<file path="config.mk">
export PLATFORM = sky130hd
export DESIGN_NAME = seq_verify_num_flat
export DESIGN_NICKNAME = d
export VERILOG_FILES = /design/src/rtl/seq_verify_pkg.sv /design/src/rtl/seq_verify_num_if.sv /design/src/rtl/seq_strobe_timer.sv /design/src/rtl/seq_verify_num.sv /design/src/flat_wrapper.sv
export SDC_FILE = /design/constraint.sdc
export NUM_CORES = 1
export LEC_CHECK = 0
export ABC_AREA = 1
export CORE_MARGIN = 4
export CORE_UTILIZATION = 50
export DETAILED_ROUTE_END_ITERATION = 7
export PLACE_DENSITY = 0.86
export SLEW_MARGIN = 20
export SYNTH_ARGS = -nofsm -noshare
export SYNTH_HDL_FRONTEND = slang
export SYNTH_SLANG_ARGS = --single-unit
</file>
<file path="constraint.sdc">
create_clock -name clk -period 2.7 [get_ports clk]
set_input_delay 0.54 -clock clk [delete_from_list [all_inputs] [get_ports clk]]
set_output_delay 0.54 -clock clk [all_outputs]
set_load 0.1 [all_outputs]
</file>
<file path="src/rtl/seq_verify_pkg.sv">
// Shared types, ASCII constants, error codes and helpers for the seq_verify_num frame parser.
// The SEQ_VERIFY_ERRCODE_EN macro adds an err_code output; the constants here are always present.
package seq_verify_pkg;

  typedef enum logic [2:0] {
    IDLE  = 3'd0,
    OPEN  = 3'd1,
    SIGN  = 3'd2,
    DIG0  = 3'd3,
    DIGS  = 3'd4,
    CLOSE = 3'd5,
    ERR   = 3'd6
  } state_t;

  localparam logic [7:0] ASCII_NUL    = 8'h00;
  localparam logic [7:0] ASCII_LPAREN = 8'h28;
  localparam logic [7:0] ASCII_RPAREN = 8'h29;
  localparam logic [7:0] ASCII_PLUS   = 8'h2B;
  localparam logic [7:0] ASCII_MINUS  = 8'h2D;

  localparam logic [2:0] ERR_NONE  = 3'd0;
  localparam logic [2:0] ERR_OPEN  = 3'd1;
  localparam logic [2:0] ERR_DIGIT = 3'd2;
  localparam logic [2:0] ERR_COUNT = 3'd3;
  localparam logic [2:0] ERR_CLOSE = 3'd4;

  // Returns {is_digit, nibble}; hex mode accepts upper-case 'A'-'F' only.
  function automatic logic [4:0] digit_decode(input logic [7:0] c, input bit hex);
    logic [4:0] r;
    logic [7:0] d;
    r = '0;
    d = '0;
    if (c >= 8'h30 && c <= 8'h39) begin
      d = c - 8'h30;
      r = {1'b1, d[3:0]};
    end else if (hex && c >= 8'h41 && c <= 8'h46) begin
      d = c - 8'h37;
      r = {1'b1, d[3:0]};
    end
    return r;
  endfunction

  // Smallest value width that holds the largest magnitude of the given digit count plus a sign bit.
  function automatic int min_val_w(input int digits, input int hex);
    longint m;
    int bits;
    m = 1;
    for (int i = 0; i < digits; i++) m = m * ((hex != 0) ? 16 : 10);
    m = m - 1;
    bits = 0;
    while (m > 0) begin
      bits++;
      m = m >> 1;
    end
    return bits + 1;
  endfunction

endpackage

</file>
<file path="src/rtl/seq_verify_num_if.sv">
// Character-in / verdict-out bundle for seq_verify_num; dbg_state exposes the parser FSM.
// err_code exists only when SEQ_VERIFY_ERRCODE_EN is defined.
interface seq_verify_num_if #(
  parameter int VAL_W = 16
);
  import seq_verify_pkg::*;

  // ascii_char is sampled only on clock edges where char_valid is high; there is no
  // back-pressure, every qualified character is consumed. Verdict outputs are levels,
  // output_strobe is the only pulse.
  logic [7:0]       ascii_char;
  logic             char_valid;
  logic             sequence_valid;
  logic             output_strobe;
  logic [VAL_W-1:0] value;
  logic [7:0]       good_cnt;
  logic [7:0]       bad_cnt;
`ifdef SEQ_VERIFY_ERRCODE_EN
  logic [2:0]       err_code;
`endif
  state_t           dbg_state;

  modport master (
    output ascii_char, char_valid,
    input  sequence_valid, output_strobe, value, good_cnt, bad_cnt,
`ifdef SEQ_VERIFY_ERRCODE_EN
    input  err_code,
`endif
    input  dbg_state
  );

  modport slave (
    input  ascii_char, char_valid,
    output sequence_valid, output_strobe, value, good_cnt, bad_cnt,
`ifdef SEQ_VERIFY_ERRCODE_EN
    output err_code,
`endif
    output dbg_state
  );

endinterface

</file>
<file path="src/rtl/seq_strobe_timer.sv">
// Down-counter that holds strobe high for STROBE_LEN cycles after each restart;
// a restart while running reloads the full length so the strobe stays continuous.
module seq_strobe_timer #(
  parameter int STROBE_LEN = 10
) (
  input  logic clk,
  input  logic rst,
  input  logic restart,
  output logic strobe
);

  localparam int CW = $clog2(STROBE_LEN + 1);
  localparam logic [CW-1:0] LOAD = CW'(STROBE_LEN);

  logic [CW-1:0] cnt_q;

  always_ff @(posedge clk or negedge rst) begin
    if (!rst) begin
      cnt_q <= '0;
    end else if (restart) begin
      cnt_q <= LOAD;
    end else if (cnt_q != '0) begin
      cnt_q <= cnt_q - CW'(1);
    end
  end

  assign strobe = (cnt_q != '0);

endmodule

</file>
<file path="src/rtl/seq_verify_num.sv">
// Parses NUL-delimited "(" [sign] digits ")" frames from a character stream and reports a
// verdict, signed value and good/bad counts. Define SEQ_VERIFY_ERRCODE_EN to add err_code.
module seq_verify_num
  import seq_verify_pkg::*;
#(
  parameter int MAX_DIGITS   = 4,
  parameter int HEX_MODE     = 0,
  parameter int VAL_W        = 16,
  parameter int UART_TX_baud = 20,
  parameter int freq         = 200
) (
  input logic             clk,
  input logic             rst,
  seq_verify_num_if.slave bus
);

  localparam int STROBE_LEN = freq / UART_TX_baud;
  localparam logic [VAL_W-1:0] RADIX = (HEX_MODE != 0) ? VAL_W'(16) : VAL_W'(10);
  localparam logic [3:0] MAX_CNT = 4'(MAX_DIGITS);

  if (MAX_DIGITS < 1 || MAX_DIGITS > 8) begin : g_bad_digits
    $error("seq_verify_num: MAX_DIGITS must be in 1..8");
  end
  if (VAL_W < min_val_w(MAX_DIGITS, HEX_MODE)) begin : g_bad_val_w
    $error("seq_verify_num: VAL_W too small for MAX_DIGITS digits plus sign");
  end
  if (STROBE_LEN < 1) begin : g_bad_strobe
    $error("seq_verify_num: freq/UART_TX_baud must be at least 1");
  end

  state_t           state_q, state_d;
  logic [VAL_W-1:0] acc_q, acc_d;
  logic [3:0]       cnt_q, cnt_d;
  logic             neg_q, neg_d;

  logic             seq_valid_q;
  logic [VAL_W-1:0] value_q;
  logic [7:0]       good_q;
  logic [7:0]       bad_q;

  logic             fire;
  logic             fire_ok;
  logic             go_open;
  logic             is_dig;
  logic [3:0]       nib;
  logic [7:0]       ch;
  logic             strobe;

  assign ch = bus.ascii_char;
  assign {is_dig, nib} = digit_decode(bus.ascii_char, HEX_MODE != 0);

  always_ff @(posedge clk or negedge rst) begin
    if (!rst) begin
      state_q <= IDLE;
      acc_q   <= '0;
      cnt_q   <= '0;
      neg_q   <= 1'b0;
    end else begin
      state_q <= state_d;
      acc_q   <= acc_d;
      cnt_q   <= cnt_d;
      neg_q   <= neg_d;
    end
  end

  always_comb begin
    state_d = state_q;
    acc_d   = acc_q;
    cnt_d   = cnt_q;
    neg_d   = neg_q;
    fire    = 1'b0;
    fire_ok = 1'b0;
    go_open = 1'b0;
    if (bus.char_valid) begin
      case (state_q)
        IDLE: begin
          if (ch == ASCII_NUL) go_open = 1'b1;
        end
        OPEN: begin
          if (ch == ASCII_NUL) go_open = 1'b1;
          else if (ch == ASCII_LPAREN) state_d = SIGN;
          else state_d = ERR;
        end
        SIGN: begin
          if (ch == ASCII_PLUS) begin
            state_d = DIG0;
            neg_d   = 1'b0;
          end else if (ch == ASCII_MINUS) begin
            state_d = DIG0;
            neg_d   = 1'b1;
          end else if (is_dig) begin
            state_d = DIGS;
            acc_d   = {{(VAL_W-4){1'b0}}, nib};
            cnt_d   = 4'd1;
          end else if (ch == ASCII_NUL) begin
            fire    = 1'b1;
            go_open = 1'b1;
          end else begin
            state_d = ERR;
          end
        end
        DIG0: begin
          if (is_dig) begin
            state_d = DIGS;
            acc_d   = {{(VAL_W-4){1'b0}}, nib};
            cnt_d   = 4'd1;
          end else if (ch == ASCII_NUL) begin
            fire    = 1'b1;
            go_open = 1'b1;
          end else begin
            state_d = ERR;
          end
        end
        DIGS: begin
          if (is_dig) begin
            if (cnt_q < MAX_CNT) begin
              acc_d = acc_q * RADIX + {{(VAL_W-4){1'b0}}, nib};
              cnt_d = cnt_q + 4'd1;
            end else begin
              state_d = ERR;
            end
          end else if (ch == ASCII_RPAREN) begin
            state_d = CLOSE;
          end else if (ch == ASCII_NUL) begin
            fire    = 1'b1;
            go_open = 1'b1;
          end else begin
            state_d = ERR;
          end
        end
        CLOSE: begin
          if (ch == ASCII_NUL) begin
            fire    = 1'b1;
            fire_ok = 1'b1;
            go_open = 1'b1;
          end else begin
            state_d = ERR;
          end
        end
        ERR: begin
          if (ch == ASCII_NUL) begin
            fire    = 1'b1;
            go_open = 1'b1;
          end
        end
        default: state_d = IDLE;
      endcase
    end
    // The terminating NUL of a frame doubles as the opening NUL of the next one.
    if (go_open) begin
      state_d = OPEN;
      acc_d   = '0;
      cnt_d   = '0;
      neg_d   = 1'b0;
    end
  end

  always_ff @(posedge clk or negedge rst) begin
    if (!rst) begin
      seq_valid_q <= 1'b0;
      value_q     <= '0;
      good_q      <= '0;
      bad_q       <= '0;
    end else if (fire) begin
      seq_valid_q <= fire_ok;
      if (fire_ok) begin
        value_q <= neg_q ? -acc_q : acc_q;
        good_q  <= good_q + 8'd1;
      end else begin
        bad_q   <= bad_q + 8'd1;
      end
    end
  end

`ifdef SEQ_VERIFY_ERRCODE_EN
  logic [2:0] code_q, code_d;
  logic [2:0] err_code_q;

  // Remembers why the frame entered ERR so the verdict on the closing NUL can report it.
  always_comb begin
    code_d = code_q;
    if (bus.char_valid) begin
      case (state_q)
        OPEN: if (ch != ASCII_NUL && ch != ASCII_LPAREN) code_d = ERR_OPEN;
        SIGN: if (!is_dig && ch != ASCII_PLUS && ch != ASCII_MINUS && ch != ASCII_NUL)
                code_d = ERR_DIGIT;
        DIG0: if (!is_dig && ch != ASCII_NUL) code_d = ERR_DIGIT;
        DIGS: begin
          if (is_dig && cnt_q >= MAX_CNT) code_d = ERR_COUNT;
          else if (!is_dig && ch != ASCII_RPAREN && ch != ASCII_NUL) code_d = ERR_DIGIT;
        end
        CLOSE: if (ch != ASCII_NUL) code_d = ERR_CLOSE;
        default: code_d = code_q;
      endcase
    end
    if (go_open) code_d = ERR_NONE;
  end

  always_ff @(posedge clk or negedge rst) begin
    if (!rst) begin
      code_q     <= ERR_NONE;
      err_code_q <= ERR_NONE;
    end else begin
      code_q <= code_d;
      if (fire) begin
        if (fire_ok) err_code_q <= ERR_NONE;
        else if (state_q == ERR) err_code_q <= code_q;
        else err_code_q <= ERR_CLOSE;
      end
    end
  end

  assign bus.err_code = err_code_q;
`endif

  seq_strobe_timer #(
    .STROBE_LEN(STROBE_LEN)
  ) u_strobe (
    .clk     (clk),
    .rst     (rst),
    .restart (fire),
    .strobe  (strobe)
  );

  assign bus.sequence_valid = seq_valid_q;
  assign bus.output_strobe  = strobe;
  assign bus.value          = value_q;
  assign bus.good_cnt       = good_q;
  assign bus.bad_cnt        = bad_q;
  assign bus.dbg_state      = state_q;

endmodule

</file>
<file path="src/flat_wrapper.sv">
// flat-port wrapper written by rule: the top's interface ports become plain ports
module seq_verify_num_flat import seq_verify_pkg::*;
#(
  parameter int MAX_DIGITS   = 4,
  parameter int HEX_MODE     = 0,
  parameter int VAL_W        = 16,
  parameter int UART_TX_baud = 20,
  parameter int freq         = 200
)
  (clk, rst, bus_ascii_char, bus_char_valid, bus_sequence_valid, bus_output_strobe, bus_value, bus_good_cnt, bus_bad_cnt, bus_dbg_state);
  seq_verify_num_if #(.VAL_W(VAL_W)) bus_i ();
  input logic clk;
  input logic rst;
  input wire logic [$bits(bus_i.ascii_char)-1:0] bus_ascii_char;
  input wire logic [$bits(bus_i.char_valid)-1:0] bus_char_valid;
  output wire logic [$bits(bus_i.sequence_valid)-1:0] bus_sequence_valid;
  output wire logic [$bits(bus_i.output_strobe)-1:0] bus_output_strobe;
  output wire logic [$bits(bus_i.value)-1:0] bus_value;
  output wire logic [$bits(bus_i.good_cnt)-1:0] bus_good_cnt;
  output wire logic [$bits(bus_i.bad_cnt)-1:0] bus_bad_cnt;
  output wire logic [$bits(bus_i.dbg_state)-1:0] bus_dbg_state;
  assign bus_i.ascii_char = bus_ascii_char;
  assign bus_i.char_valid = bus_char_valid;
  assign bus_sequence_valid = bus_i.sequence_valid;
  assign bus_output_strobe = bus_i.output_strobe;
  assign bus_value = bus_i.value;
  assign bus_good_cnt = bus_i.good_cnt;
  assign bus_bad_cnt = bus_i.bad_cnt;
  assign bus_dbg_state = bus_i.dbg_state;
  seq_verify_num #(.MAX_DIGITS(MAX_DIGITS), .HEX_MODE(HEX_MODE), .VAL_W(VAL_W), .UART_TX_baud(UART_TX_baud), .freq(freq)) u_core (.clk(clk), .rst(rst), .bus(bus_i));
endmodule
</file>
# Word-level counts from Yosys, hierarchy flattened
# Cells that the tools add are included.
dict set report op_classes {
  add_sub_neg 7
  multipliers 1
  order_cmp 3
  n_eq_ne 17
  n_mux 49
  bitwise_logic 1
  reduce_logical 17
}
# op count
set op_table {}
lappend op_table {{2-to-1 mux 16 bit} 8}
lappend op_table {{one-hot mux 16 bit (3 select lines)} 1}
lappend op_table {{2-to-1 mux 4 bit} 9}
lappend op_table {{2-to-1 mux 3 bit} 11}
lappend op_table {{== test 8 x 6 -> 1 bit, second input constant} 4}
lappend op_table {{one-hot mux 3 bit (6 select lines)} 1}
lappend op_table {{adder 16 x 4 -> 16 bit} 1}
lappend op_table {{adder 8 x 1 -> 8 bit, second input constant} 2}
lappend op_table {{multiplier 16 x 3 -> 15 bit, second input constant} 1}
lappend op_table {{negator 16 bit} 1}
lappend op_table {{2-to-1 mux 1 bit} 15}
lappend op_table {{one-hot mux 4 bit (3 select lines)} 1}
lappend op_table {{== test 3 bit, second input constant} 3}
lappend op_table {{!= test 3 x 2 -> 1 bit, second input constant} 3}
lappend op_table {{greater-or-equal comparator 8 x 6 -> 1 bit, second input constant} 1}
lappend op_table {{less-or-equal comparator 8 x 6 -> 1 bit, second input constant} 1}
lappend op_table {{zero test 8 bit} 1}
lappend op_table {{one-hot mux 1 bit (4 select lines)} 2}
lappend op_table {{nonzero test 4 bit} 2}
lappend op_table {{subtractor 4 x 1 -> 4 bit, second input constant} 2}
lappend op_table {{== test 3 x 2 -> 1 bit, second input constant} 2}
lappend op_table {{!= test 3 x 1 -> 1 bit, second input constant} 2}
lappend op_table {{AND reduction 6 bit} 1}
lappend op_table {{nonzero test 2 bit} 3}
lappend op_table {{other kinds (15)} 17}
dict set report word_totals {
  regBits 61
  input_bits 11
  out_inout_bits 37
  wordCells 104
}

# Longest topological paths before layout
dict set report depth {
  depth_word 10
  ltp_mapped 20
  ltp_nobuf 20
}

# Hierarchy
# A second synthesis with hierarchy kept.
dict set report unflattened {
  hier_cells 618
  area_unflattened_um2 4525.6
}
# module n_inst cells_each area_each_um2 seq_area_each_um2
set modules_own_cells {}
lappend modules_own_cells {seq_verify_num 1 589 4294.1 1426.4}
lappend modules_own_cells {seq_strobe_timer 1 29 231.5 100.1}

# Least setup slack after synthesis
# No wires, ideal clock.
dict set report synth_timing {
  kind {input -> register}
  from {input bus_ascii_char[7]}
  to {register u_core.acc_q[15]}
  setup_time_ns 0.117
  arrival_time_ns 2.635
  slack_ns -0.052
  cell_stages 19
  n_path_buf 0
  path_cell_list {nor2_2 nand3_1 a21o_2 nor2_1 ha_1 inv_1 fa_1 inv_1 nand3_1 nand2_1 nand2_1 nor2_1 nand2_1 nor2_2 nand3_1 nor2_2 nand4_1 nand3_1 nand2_1}
}
dict set report synth_via {
  elab_chain_cells 10
  elab_cells_between_ends 32
  classes_between {add/sub (1); order compare (2); eq/ne (7); mux (17); reduce/logical (5)}
}
# item line_no
set synth_rtl {}
lappend synth_rtl {{start, declared} flat_wrapper.sv:14} ;# input wire logic [$bits(bus_i.ascii_char)-1:0] bus_ascii_char;
lappend synth_rtl {{branches (longest 10 deep; another with adder 16 x 4 -> 16 bit)} -}
lappend synth_rtl {{end signal, assigned} seq_verify_num.sv:55} ;# acc_q <= '0;
lappend synth_rtl {{end signal, assigned} seq_verify_num.sv:60} ;# acc_q <= acc_d;
lappend synth_rtl {{end, declared} seq_verify_num.sv:32} ;# logic [VAL_W-1:0] acc_q, acc_d;
# Parallel ways; which one is timed is not known. The select of a mux whose other input is x is not followed.
# A chain may end at the register's enable or synchronous reset.

# Worst setup path after layout
dict set report layout_timing {
  from {register u_core.acc_q[3]}
  to {register u_core.acc_q[14]}
}
dict set report layout_via {
  elab_chain_cells 7
}
# item line_no
set layout_rtl {}
lappend layout_rtl {{multiplier 16 x 3 -> 15 bit} seq_verify_num.sv:117} ;# acc_d = acc_q * RADIX + {{(VAL_W-4){1'b0}}, nib};
lappend layout_rtl {{adder 16 x 4 -> 16 bit} seq_verify_num.sv:117}
lappend layout_rtl {{2-to-1 mux 16 bit} seq_verify_num.sv:116} ;# if (cnt_q < MAX_CNT) begin
lappend layout_rtl {{2-to-1 mux 16 bit} seq_verify_num.sv:115} ;# if (is_dig) begin
lappend layout_rtl {{one-hot mux 16 bit (3 select lines)} seq_verify_num.sv:75} ;# case (state_q)
lappend layout_rtl {{2-to-1 mux 16 bit} seq_verify_num.sv:74} ;# if (bus.char_valid) begin
lappend layout_rtl {{2-to-1 mux 16 bit} seq_verify_num.sv:150} ;# if (go_open) begin
# Every way passes these cells. The select of a mux whose other input is x is not followed.

==> metrics.yaml <==
sta:
  finalCriticalPeriod_ps: 2680
  tightest_slew_ps: 755
  setup_viol: 0
  hold_violations: 0
  min_period_over_period: 0.991
  rsz0062_at_grt: "true"
  maxSlewHeadroom: 0.496
  slew_viol_final: 0
  finalWorstSetupSlack_ps: 23.4
  skew_ps: 6.16
  max_freq_mhz: 374
routing:
  firstDrtPassIters: 5
  drtIter0Drc: 272
  routed_via_density: 5.36
  drcViolationCount: 0
  wl_um: 11000
  vias: 4204
  wl_per_cell_um: 14.0
  final_antenna_net_count: 0
floorplanning:
  fp.dieH_um: 101
  core_area_um2: 8340
  start_util: 0.523
  num_rows: 33
  dieArea_um2: 10300
  die_width_um: 101
  io_pins: 48
cells_and_area:
  area_growth_pct: 23.9
  diodes: 0
  post_route_cells_drive_above_1_share: 0.210
  fin_nets: 719
  fin_area_um2: 5410
critical_path:
  worstPathMaxFanout: 3
  ff2ff_path_depth: 15
  r2r-end: "u_core.acc_q[14]"
  rrSetupSlack_ps: 20
  slowest_stage: "fa_2"
  worstPathRequired_ps: 2990
  crit_start: "u_core.acc_q[3]"
  r2r-start: "u_core.acc_q[3]"
  cp_slowest_stage_delay_ps: 470
  crit_type: "reg -> reg"
  cp_cell_sequence: "ha_1, ha_2, inv_2, fa_2, nor2_4, nand4_1, nand2_1, nand2_2, nor2_4, nand3_4, inv_2, nand2_2, o21ai_2, nand3_2, nand2_1"
  cp.arrival_ps: 2970
  start_kind: "flop"
  crit_path_end_kind: "flop"
power:
  leakagePower_nw: 2.90
  power-per-cell-area_nw_per_um2: 1030
  ir_drop_v: 0.000649
global_route:
  grt_first_pass_wirelength_um: 18100
  grt_pass1_vias: 4010
  grt_use_total: 0.217
  grt_max_degree: 62
  antenna_found_initial: 0
  grt_overflow: 0
clocking:
  cts_tree: "done"
  cts-root-buf: "clkbuf_8"
  cts_max_path_buffers: 2
  clk_pin_slew_ps: 70
  htreeDepth: 3
  cts_made_buffers: 9
  clk_latency_ps: 350
  clock_sinks: 61
run:
  drv_cap: 0
logic_synthesis:
  syn_area_um2: 4360
  syn-num-nets: 631
  synth_common_cells: "nand2_1 (156), inv_1 (79), dfrtp_1 (61)"
  synth_warnings: 0
  synth_area_leaders: "dfrtp_1 (35%), nand2_1 (13%), ha_1 (8.9%)"
  ys_ff_latch: 61
  synth_top_area_cell: "dfrtp_1"
  synth_edf_count: 0
  netlist.area_leader.share: 0.350
  synthDistinctLibCells: 39
  syn_avg_cell_area_um2: 7.43
  synth_top_flop_cell: "dfrtp_1"
  synth-seq-area-share: 0.350
  async_reset_ff_frac: 1.00
  synth_most_common_cell: "nand2_1"
  syn-instance-count: 587
hold_path:
  holdCritPathClass: "in -> async"
outcome:
  status: "completed"
placed_design:
  dp_hpwl_um: 8060
  placed_area_um2: 5030
  dp_slack_ps: -599
  place_congestion: 0.926
  io_buffers: 47
-- stage by stage --
stage / power, mW / hold slack (ps) / util / std cells / TNS (ps)
2_1_floorplan: 3.55 / 244 / - / 587 / 0
3_3_place_gp: 4.14 / 459 / 0.603 / 759 / -2960
3_5_place_dp: 4.26 / 472 / 0.603 / 759 / -3940
4_1_cts: 5.23 / 370 / 0.634 / 779 / 0
5_1_grt: 6.05 / 395 / 0.648 / 785 / -339
6_report: 5.57 / 329 / 0.648 / 785 / 0
-- per-layer routing --
layer,GRT usage,part of all wire
met2,0.370,0.50
met1,0.283,0.43
met5,0,0
met4,0.0787,0.019
met3,0.0296,0.057
-- cell type report --
| class | count | area, µm² |
|---|---|---|
| flip-flops and latches | 61 | 1530 |
| fillers | 695 | 2940 |
| multi-input cells | 435 | 2580 |
| clock inverters | 7 | 98.8 |
| clock buffers | 9 | 124 |
| inverters | 87 | 327 |
| well taps | 105 | 131 |
| repair buffers | 81 | 621 |
-- flip-flops by register name, summed over array words and instances, names as in the netlist --
| name | cells |
|---|---|
| u_core.cnt_q | 4 |
| u_core.bus.dbg_state | 3 |
| u_core.bus.good_cnt | 8 |
| u_core.acc_q | 16 |
| u_core.neg_q | 1 |
| u_core.bus.bad_cnt | 8 |
| u_core.bus.value | 16 |
| u_core.bus.sequence_valid | 1 |
| u_core.u_strobe.cnt_q | 4 |
-- cells in the final DEF (no fill, tap or decap), types with 3 or more instances in the layout --
| cell type | instances |
|---|---|
| nor2_4 | 11 |
| xnor2_1 | 9 |
| o21ai_1 | 18 |
| nand2_2 | 6 |
| nand3_1 | 49 |
| nor2_1 | 43 |
| nor3_1 | 9 |
| dfrtp_1 | 61 |
| nand3_2 | 7 |
| nand2_1 | 152 |
| inv_2 | 11 |
| dlygate4sd2_1 | 3 |
| xor2_1 | 24 |
| inv_1 | 75 |
| nand4_1 | 10 |
| o22ai_1 | 3 |
| ha_1 | 29 |
| clkbuf_8 | 9 |
| buf_4 | 70 |
| o21ai_0 | 30 |
| a21oi_1 | 7 |
-- kinds of logic after synthesis --
group	count (synthesis)	share of synthesized area
muxes	1	0.00229
xor gates and xnor gates	35	0.0720
adders and majority gates	33	0.0981
AOI/OAI and AO/OA	68	0.0852
buffers and inverters	91	0.0837
DFF	61	0.350
and+or+nand+nor	298	0.309
-- where the power goes --
part | switching [mW] | internal [mW]
clock network | 0.397 | 0.524
logic | 2.17 | 1.24
registers | 0.172 | 1.07
-- repair_timing --
action,in CTS,in global routing
pin swaps,9,20
setup buffers,4,6
hold buffers,0,0
resized for setup,12,29
cloned,0,0
setup endpoints to repair,7,7
-- worst max-delay path: cells and delay by family, from the launching register on --
family | cells | cell delay [ps]
simple gates | 9 | 990
fa+ha+maj | 3 | 960
compound gates | 1 | 140
flops | 1 | 400
buf+inv | 2 | 130
-- worst max path at each step --
stage / end / depth (start not counted)
floorplan: u_core.acc_q[15] / 19
global route: u_core.acc_q[14] / 15
global placement: u_core.acc_q[13] / 20
detailed placement: u_core.acc_q[15] / 20
CTS: u_core.acc_q[13] / 19
finish: u_core.acc_q[14] / 15
(Power assumes the default switching activity.)
